===== src/rtl/half_adder_pkg.sv =====
// Shared defaults and the per-lane half-adder function for half_adder_pipe.
package half_adder_pkg;

  localparam int HA_WIDTH = 1;
  localparam int HA_CNT_W = 16;

  function automatic logic [1:0] ha_calc(input logic a, input logic b);
    return {a & b, a ^ b};
  endfunction

endpackage


===== src/rtl/half_adder_cell.sv =====
// One combinational half-adder lane: (a,b) -> (sum,carry).
module half_adder_cell
  import half_adder_pkg::*;
(
  input  logic i_a,
  input  logic i_b,
  output logic o_sum,
  output logic o_carry
);

  assign {o_carry, o_sum} = ha_calc(i_a, i_b);

endmodule


===== src/rtl/half_adder_pipe.sv =====
// Registered lane-parallel half adder with a one-deep valid/ready stage.
// Optional saturating carry-event counter enabled by the HALF_ADDER_CNT_EN macro.
module half_adder_pipe
  import half_adder_pkg::*;
#(
  parameter int WIDTH = HA_WIDTH,
  parameter int CNT_W = HA_CNT_W
) (
  input  logic             clk,
  input  logic             rst_n,
  input  logic [WIDTH-1:0] a,
  input  logic [WIDTH-1:0] b,
  input  logic             in_valid,
  output logic             in_ready,
  output logic [WIDTH-1:0] sum,
  output logic [WIDTH-1:0] carry,
  output logic             out_valid,
  input  logic             out_ready
`ifdef HALF_ADDER_CNT_EN
  ,
  output logic [CNT_W-1:0] carry_cnt
`endif
);

  if (WIDTH < 1) begin : g_width_invalid
    $error("half_adder_pipe: WIDTH must be >= 1");
  end
  if (CNT_W < 1) begin : g_cnt_w_invalid
    $error("half_adder_pipe: CNT_W must be >= 1");
  end

  logic [WIDTH-1:0] w_a;
  logic [WIDTH-1:0] w_b;
  logic [WIDTH-1:0] w_sum;
  logic [WIDTH-1:0] w_carry;
  logic             w_in_ready;
  logic             w_load;
  logic             w_drain;

  logic [WIDTH-1:0] r_sum;
  logic [WIDTH-1:0] r_carry;
  logic             r_out_valid;

  // Operands are masked with in_valid so undriven inputs never reach the cells.
  assign w_a = a & {WIDTH{in_valid}};
  assign w_b = b & {WIDTH{in_valid}};

  for (genvar g = 0; g < WIDTH; g++) begin : g_lane
    half_adder_cell u_cell (
      .i_a    (w_a[g]),
      .i_b    (w_b[g]),
      .o_sum  (w_sum[g]),
      .o_carry(w_carry[g])
    );
  end

  assign w_in_ready = !r_out_valid || out_ready;
  assign w_load     = in_valid && w_in_ready;
  assign w_drain    = r_out_valid && out_ready;

  // Output stage: load on accept, clear valid on drain-without-load, hold on stall.
  always_ff @(posedge clk or negedge rst_n) begin
    if (!rst_n) begin
      r_sum       <= '0;
      r_carry     <= '0;
      r_out_valid <= 1'b0;
    end else if (w_load) begin
      r_sum       <= w_sum;
      r_carry     <= w_carry;
      r_out_valid <= 1'b1;
    end else if (w_drain) begin
      r_out_valid <= 1'b0;
    end
  end

  assign in_ready  = w_in_ready;
  assign sum       = r_sum;
  assign carry     = r_carry;
  assign out_valid = r_out_valid;

`ifdef HALF_ADDER_CNT_EN
  localparam logic [CNT_W-1:0] CNT_MAX = {CNT_W{1'b1}};
  localparam logic [CNT_W-1:0] CNT_ONE = {{(CNT_W-1){1'b0}}, 1'b1};

  logic [CNT_W-1:0] r_cnt;

  // Count outgoing transfers that carry any set bit, saturating at all-ones.
  always_ff @(posedge clk or negedge rst_n) begin
    if (!rst_n) begin
      r_cnt <= '0;
    end else if (w_drain && (r_carry != '0) && (r_cnt != CNT_MAX)) begin
      r_cnt <= r_cnt + CNT_ONE;
    end
  end

  assign carry_cnt = r_cnt;
`endif

endmodule


===== config.mk =====
export PLATFORM = sky130hd
export DESIGN_NAME = half_adder_pipe
export DESIGN_NICKNAME = d
export VERILOG_FILES = /design/src/rtl/half_adder_pkg.sv /design/src/rtl/half_adder_cell.sv /design/src/rtl/half_adder_pipe.sv
export SDC_FILE = /design/constraint.sdc
export NUM_CORES = 1
export LEC_CHECK = 0
export BUFFER_PORTS_ARGS = -buffer_cell sky130_fd_sc_hd__clkbuf_2
export CAP_MARGIN = 20
export CORE_AREA = 10 10 47 49
export DETAILED_ROUTE_END_ITERATION = 16
export DIE_AREA = 0 0 57 59
export HOLD_SLACK_MARGIN = 0.02
export PLACE_DENSITY_LB_ADDON = 0.15
export SLEW_MARGIN = 20
export SYNTH_ARGS = -nofsm -noshare
export SYNTH_HDL_FRONTEND = slang
export SYNTH_HIERARCHICAL = 1
export SYNTH_SLANG_ARGS = --single-unit

===== constraint.sdc =====
create_clock -name clk -period 2.1 [get_ports clk]
set_clock_uncertainty 0.05 [all_clocks]
set_input_delay 0.105 -clock clk [delete_from_list [all_inputs] [get_ports clk]]
set_output_delay 0.105 -clock clk [all_outputs]
set_load 0.01 [all_outputs]

* Yosys cells after proc, flatten, opt, wreduce, memory -nomap -nowiden *
Cells that the tools add are included.

cells by class
  muxes and demuxes = 2
  bitwise gates (word level) = 4
  reduce and logical (&&, ||, !) cells = 5

operators by type and width
  kind                count
  bitwise AND 1 bit   3
  logical AND 1 bit   2
  two-way mux 1 bit   2
  nonzero test 2 bit  1
  logical NOT 1 bit   1
  logical OR 1 bit    1
  bitwise XOR 1 bit   1

word-level totals
  flip-flop bits (word level) = 3
  input bits = 6
  logic and storage cells = 14

* Logic depth before layout (Yosys ltp) *
Gate-level depths: netlist of run 1.

  word-level depth = 4
  mapped depth = 3
  depth with buffers taken out = 3

* Hierarchy *
Netlist of run 1, hierarchy kept.

modules (own cells, without submodules)
  module           instances  cells each  area each (µm²)  sequential area each (µm²)
  half_adder_pipe  1          10          148.9            75.1
  half_adder_cell  1          1           12.5             0.0

* Worst setup path after synthesis of run 1 *
OpenSTA, ideal clock, no wires.

  path type = register to register
  from = reg r_out_valid, in the netlist out_valid
  to = reg r_carry, in the netlist carry
  setup time = 0.125 ns
  arrival = 0.874 ns
  path slack = 1.051 ns
  stages on the path, launching flop included = 4
  path buffers = 0
  clock period less this slack = 1.049 ns
  cells stage by stage = dfrtp_1 > nand2b_4 > nand2_4 > mux2_4

on the way
  cells in the longest elaborated chain, start to end = 3

ends and longest elaborated chain
  item                    RTL line               RTL
  start, declared         half_adder_pipe.sv:42  logic r_out_valid;
  start signal, assigned  half_adder_pipe.sv:66  r_out_valid <= 1'b0;
  start signal, assigned  half_adder_pipe.sv:70  r_out_valid <= 1'b1;
  start signal, assigned  half_adder_pipe.sv:72  r_out_valid <= 1'b0;
  logical NOT 1 bit       half_adder_pipe.sv:57  assign w_in_ready = !r_out_valid || out_ready;
  logical OR 1 bit        half_adder_pipe.sv:57
  net in_ready            half_adder_pipe.sv:14  output logic in_ready,
  logical AND 1 bit       half_adder_pipe.sv:58  assign w_load = in_valid && w_in_ready;
  end signal, assigned    half_adder_pipe.sv:69  r_carry <= w_carry;
  end, declared           half_adder_pipe.sv:41  logic [WIDTH-1:0] r_carry;

The timed path passes the listed nets, and every way through them passes these cells.
A chain may end at the register's enable or synchronous reset.

* Worst setup path in the final report of run 1 *
  from = reg r_out_valid, in the netlist out_valid
  to = out in_ready

on the way
  cells in the longest elaborated chain, start to end = 2

ends and longest elaborated chain
  item               RTL line
  logical NOT 1 bit  half_adder_pipe.sv:57
  logical OR 1 bit   half_adder_pipe.sv:57
  end, declared      half_adder_pipe.sv:14

No other way between the ends.

==> flow_summary.json, run 1 <==
{
  "final.fill_count": 168,
  "tightest_slew_ns": 0.130,
  "cts_root_buffer": "clkbuf_4",
  "yosys_warnings": 6,
  "cts_tree": "built",
  "worst_setup_path_start_kind": "flip-flop",
  "holdBufCountCts": 1,
  "via_per_inst": 3.07,
  "die_x_um": 57,
  "placedCellCount": 36,
  "worstSetupPathDepth": 2,
  "gr-total-overflow": 0,
  "grt_max_degree": 5,
  "p_leak_nw": 0.143,
  "ir_worst_vdd_mv": 0.118,
  "first_iter_violations": 4,
  "io_buffers": 9,
  "place_hpwl_um": 352,
  "maxCapViolCount": 0,
  "wl_um": 424,
  "htreeDepth": 1,
  "rsz0062_at_grt": "false",
  "cp.required_ns": 1.95,
  "timing.fmax_mhz": 977,
  "yosysSeqAreaShare": 0.465,
  "critPathCaptureType": "primary output",
  "drcViolationCount": 0,
  "hold_viol": 0,
  "cp_num_buf_inv": 1,
  "synth_fp_nets": 18,
  "setup_viol": 0,
  "cp_slowest_cell": "dfrtp_1",
  "grt_pass1_wl_um": 710,
  "fin_cells": 41,
  "pin_count": 10,
  "reg2regPathDepth": 3,
  "wire_per_inst_um": 10.3,
  "cts_max_path_buffers": 2,
  "crit_family": "flip-flops",
  "crit_chain": "nand2b_4, clkbuf_2",
  "holdPathStages": 2,
  "antenna_found_initial": 0,
  "timing.setup.tns_ns": 0,
  "die_area_um2": 3360,
  "path_max_fanout": 3,
  "clock_sinks": 3,
  "cts-buffers-inserted": 3,
  "status": "finished, final reports clean",
  "first_pass_iters": 2,
  "cts-resized-gates": 0,
  "synth_cell_types": 7,
  "via_count": 126,
  "grt_pass1_vias": 156,
  "clock_latency_ns": 0.24,
  "slowest_delay_ns": 0.40,
  "core_um2": 1400,
  "initial_core_util": 0.115,
  "worst_hold_path_type": "in2reg",
  "cts_setup_buffers": 0,
  "dieHeight_um": 59,
  "ys_seq_elements": 3,
  "post-route-period-util": 0.487,
  "arrival_ns": 0.87,
  "grt_use_total": 0.0338,
  "avgSynthCellArea_um2": 14.7,
  "rows": 14,
  "fin_nets": 33,
  "drive_above_1_share": 0.640,
  "relSlewSlack": 0.913,
  "syn_to_final_growth_pct": 62.8,
  "power_density_nw_per_um2": 791,
  "syn_inst": 11,
  "n_antenna_cell": 0,
  "finalMaxSlewViolations": 0,
  "antenna_left": 0,
  "period_needed_ns": 1.02,
  "gp_congestion": 0.606,
  "cts.clk_slew.worst_paths_ns": 0.04,
  "syn-cell-area_um2": 161,
  "path_class": "reg2out"
}
[final timing paths]
check,from,endpoint,slack (ns)
min in group asynchronous,rst_n,carry$_DFFE_PN0P_,0.15
min,in_valid,out_valid$_DFFE_PN0P_,0.1
max in group asynchronous,rst_n,out_valid$_DFFE_PN0P_,1.74
min reg2reg,carry$_DFFE_PN0P_,carry$_DFFE_PN0P_,0.47
max,out_valid$_DFFE_PN0P_,in_ready,1.08
max reg2reg,out_valid$_DFFE_PN0P_,carry$_DFFE_PN0P_,1.09
[worst register-to-register path: cells and delay by family (launching register included)]
| family | cells | cell delay [ns] |
|---|---|---|
| flops | 1 | 0.40 |
| mux | 1 | 0.29 |
| simple gates | 2 | 0.16 |
[Yosys cell counts]
master / n / area [µm²]
nand2_4: 1 / 11.3
mux2_4: 2 / 30.0
nand2b_4: 1 / 13.8
and2_1: 2 / 12.5
dfrtp_1: 3 / 75.1
nand2b_1: 1 / 6.26
ha_1: 1 / 12.5
[kinds of logic after synthesis]
| family | after synthesis | share of synthesized area |
|---|---|---|
| mux | 2 | 0.186 |
| flops | 3 | 0.465 |
| fa+ha+maj | 1 | 0.0775 |
| simple gates | 5 | 0.271 |
[report_power, final]
part	switching [mW]	internal [mW]	total (mW)
clock	0.0322	0.0714	0.104
sequential	0.00425	0.0641	0.0684
combinational	0.0151	0.0209	0.0360
total	0.0516	0.156	0.208
[stage by stage]
stage	hold slack, ns	power, mW	area [µm²]	utilization	worst slack [ns]
floorplan	-0.241	0.0883	161	-	1.05
global placement	-0.145	0.104	226	0.162	1.02
detailed placement	-0.146	0.105	226	0.162	1.01
CTS	0.107	0.213	263	0.188	1.06
global route	0.104	0.228	263	0.188	1.03
finish	0.0993	0.208	263	0.188	1.08
[registers in the layout (all words and copies together), names as in the netlist]
signal / flops
sum: 1
carry: 1
out_valid: 1
[routing by layer]
layer,vias up,track usage,wire length [µm]
met4,0,0.0705,0
met3,0,0.0300,51
met1,55,0.0262,177
met2,7,0.0326,194
li1,64,-,-
met5,-,0,0
[layout by cell type, fill, tap and decap left out]
cell type / Yosys / layout
clkbuf_2: 0 / 9
nand2b_1: 1 / 1
and2_1: 2 / 2
clkbuf_4: 0 / 3
ha_1: 1 / 1
dfrtp_1: 3 / 3
nand2_4: 1 / 1
dlygate4sd3_1: 0 / 1
nand2b_4: 1 / 1
mux2_4: 2 / 2
clkbuf_1: 0 / 1
[layout make-up]
class | count | area (µm²) | share of cell area
timing repair buffer | 10 | 55.1 | 0.210
multi-input combinational | 8 | 86.3 | 0.329
sequential | 3 | 75.1 | 0.286
tap | 16 | 20.0 | 0.0762
clock buffer | 4 | 26.3 | 0.100
(Power assumes the default switching activity.)
==> run 2: changes to the inputs <==
==> constraint.sdc (replaced) <==
create_clock -name clk -period 0.95 [get_ports clk]
set_clock_uncertainty 0.05 [all_clocks]
set_input_delay 0.0475 -clock clk [delete_from_list [all_inputs] [get_ports clk]]
set_output_delay 0.0475 -clock clk [all_outputs]
set_load 0.01 [all_outputs]
==> flow_summary.json, run 2 (synthesis results as in run 1) <==
{
  "die_area_um2": 3360,
  "use_met2": 0.0372,
  "grt_use_total": 0.0359,
  "r2r_slack_ns": -0.07,
  "hold_viol": 0,
  "n_antenna_cell": 0,
  "cts_max_path_buffers": 2,
  "first_pass_iters": 1,
  "cp-endpoint": "in_ready",
  "status": "finished, violations left",
  "syn_to_final_growth_pct": 80.6,
  "worst_hold_path_type": "in2async",
  "reg2regPathDepth": 3,
  "pin_count": 10,
  "top_usage_layer": "met4",
  "startpoint": "out_valid$_DFFE_PN0P_",
  "htreeDepth": 1,
  "drcViolationCount": 0,
  "worst_setup_path_start_kind": "flip-flop",
  "wire_per_inst_um": 10.3,
  "total_power_uw": 469,
  "timing.fmax_mhz": 977,
  "use_met1": 0.0285,
  "via_per_inst": 3.21,
  "ir_worst_vdd_mv": 0.229,
  "gp_congestion": 0.596,
  "r2r-start": "out_valid$_DFFE_PN0P_",
  "initial_core_util": 0.115,
  "relSlewSlack": 0.910,
  "wl_um": 445,
  "clock_sinks": 3,
  "antenna_left": 0,
  "grt_use_met3": 0.0236,
  "cts-buffers-inserted": 3,
  "layout_commonest_cell": "clkbuf_2",
  "fin_nets": 35,
  "post-route-period-util": 1.08,
  "setup_viol": 3,
  "arrival_ns": 0.93,
  "cts_root_buffer": "clkbuf_4",
  "period_needed_ns": 1.02,
  "antenna_found_initial": 0,
  "cp.required_ns": 0.85,
  "rsz0062_at_grt": "true",
  "path_max_fanout": 2,
  "final.fill_count": 168,
  "maxCapViolCount": 0,
  "rows": 14,
  "path_class": "reg2out",
  "clock_latency_ns": 0.23,
  "tightest_slew_ns": 0.135,
  "layout_common_cells": "8 x clkbuf_2, 3 x dfrtp_1, 3 x clkbuf_4",
  "grt_pass1_vias": 177,
  "fin_ws_ns": -0.0731,
  "drive_above_1_share": 0.667,
  "io_buffers": 9,
  "grt_max_degree": 4,
  "first_iter_violations": 0,
  "cts_setup_buffers": 0,
  "dieHeight_um": 59,
  "cts.clk_slew.worst_paths_ns": 0.04,
  "grt_pass1_wl_um": 779,
  "die_x_um": 57,
  "via_count": 138,
  "finalMaxSlewViolations": 0,
  "critPathCaptureType": "primary output",
  "gr-total-overflow": 0,
  "p_leak_nw": 0.158,
  "timing.setup.tns_ns": -0.202,
  "r2r_end": "sum$_DFFE_PN0P_",
  "cts_tree": "built",
  "finish.utilization": 0.208,
  "violations": "negative setup slack",
  "power_density_nw_per_um2": 1610,
  "core_um2": 1400
}
## run 2: cell types whose count changed in the layout (fill, tap and decap cells not counted), sizes merged
cell    before  now
buf          0    3
clkbuf      13   12
## run 2: cell type report
| class | count | area (µm²) | area share |
|---|---|---|---|
| Clock buffer | 4 | 26.3 | 0.0901 |
| Tap cell | 16 | 20.0 | 0.0687 |
| Multi-Input combinational cell | 8 | 86.3 | 0.296 |
| Sequential cell | 3 | 75.1 | 0.258 |
| Timing Repair Buffer | 12 | 83.8 | 0.288 |
## run 2: timing repair
item | 4_1_cts | 5_1_grt
endpoints found under the hold margin | 3 | 0
pin swaps | 0 | 1
setup endpoints to repair | 3 | 3
hold buffers | 1 | 0
gates resized for setup | 2 | 1
gates cloned | 0 | 0
## run 2: worst max-delay path, cell delays in order, from the launching register on
cell and delay (ns):
dfrtp_1 0.39, nand2b_4 0.08, buf_6 0.12, buf_8 0.11
## run 2: where the power goes
group	internal, mW	switching, mW	leakage [nW]
combinational	0.0596	0.0373	0.106
clock	0.157	0.0634	0.0150
sequential	0.142	0.00936	0.0368
## run 2: per-layer routing
metal  share of wire  vias up  wire length, µm
met3            0.13        2               60
met1            0.37       58              165
met2            0.44       11              197
li1                -       67                -
met4           0.047        0               21
met5               0        -                0
## run 2: how the worst min path moves through the flow
stage / start / end / slack, ns / depth (start not counted)
final: rst_n / carry$_DFFE_PN0P_ / 0.09 / 2
after global routing: rst_n / carry$_DFFE_PN0P_ / 0.1 / 2
after detailed placement: rst_n / carry$_DFFE_PN0P_ / -0.20 / 1
after CTS: rst_n / carry$_DFFE_PN0P_ / 0.08 / 2
after floorplan: rst_n / carry$_DFFE_PN0P_ / -0.30 / 0
after global placement: rst_n / carry$_DFFE_PN0P_ / -0.20 / 1
## run 2: per-stage QoR
step	hold WS, ns	area [µm²]	setup WS (ns)	cells
finish	0.0930	292	-0.0731	43
global route	0.0987	292	-0.106	43
CTS	0.0808	290	-0.114	43
detailed placement	-0.200	241	-0.0581	38
global placement	-0.205	241	-0.0445	38
floorplan	-0.298	161	-0.0954	11
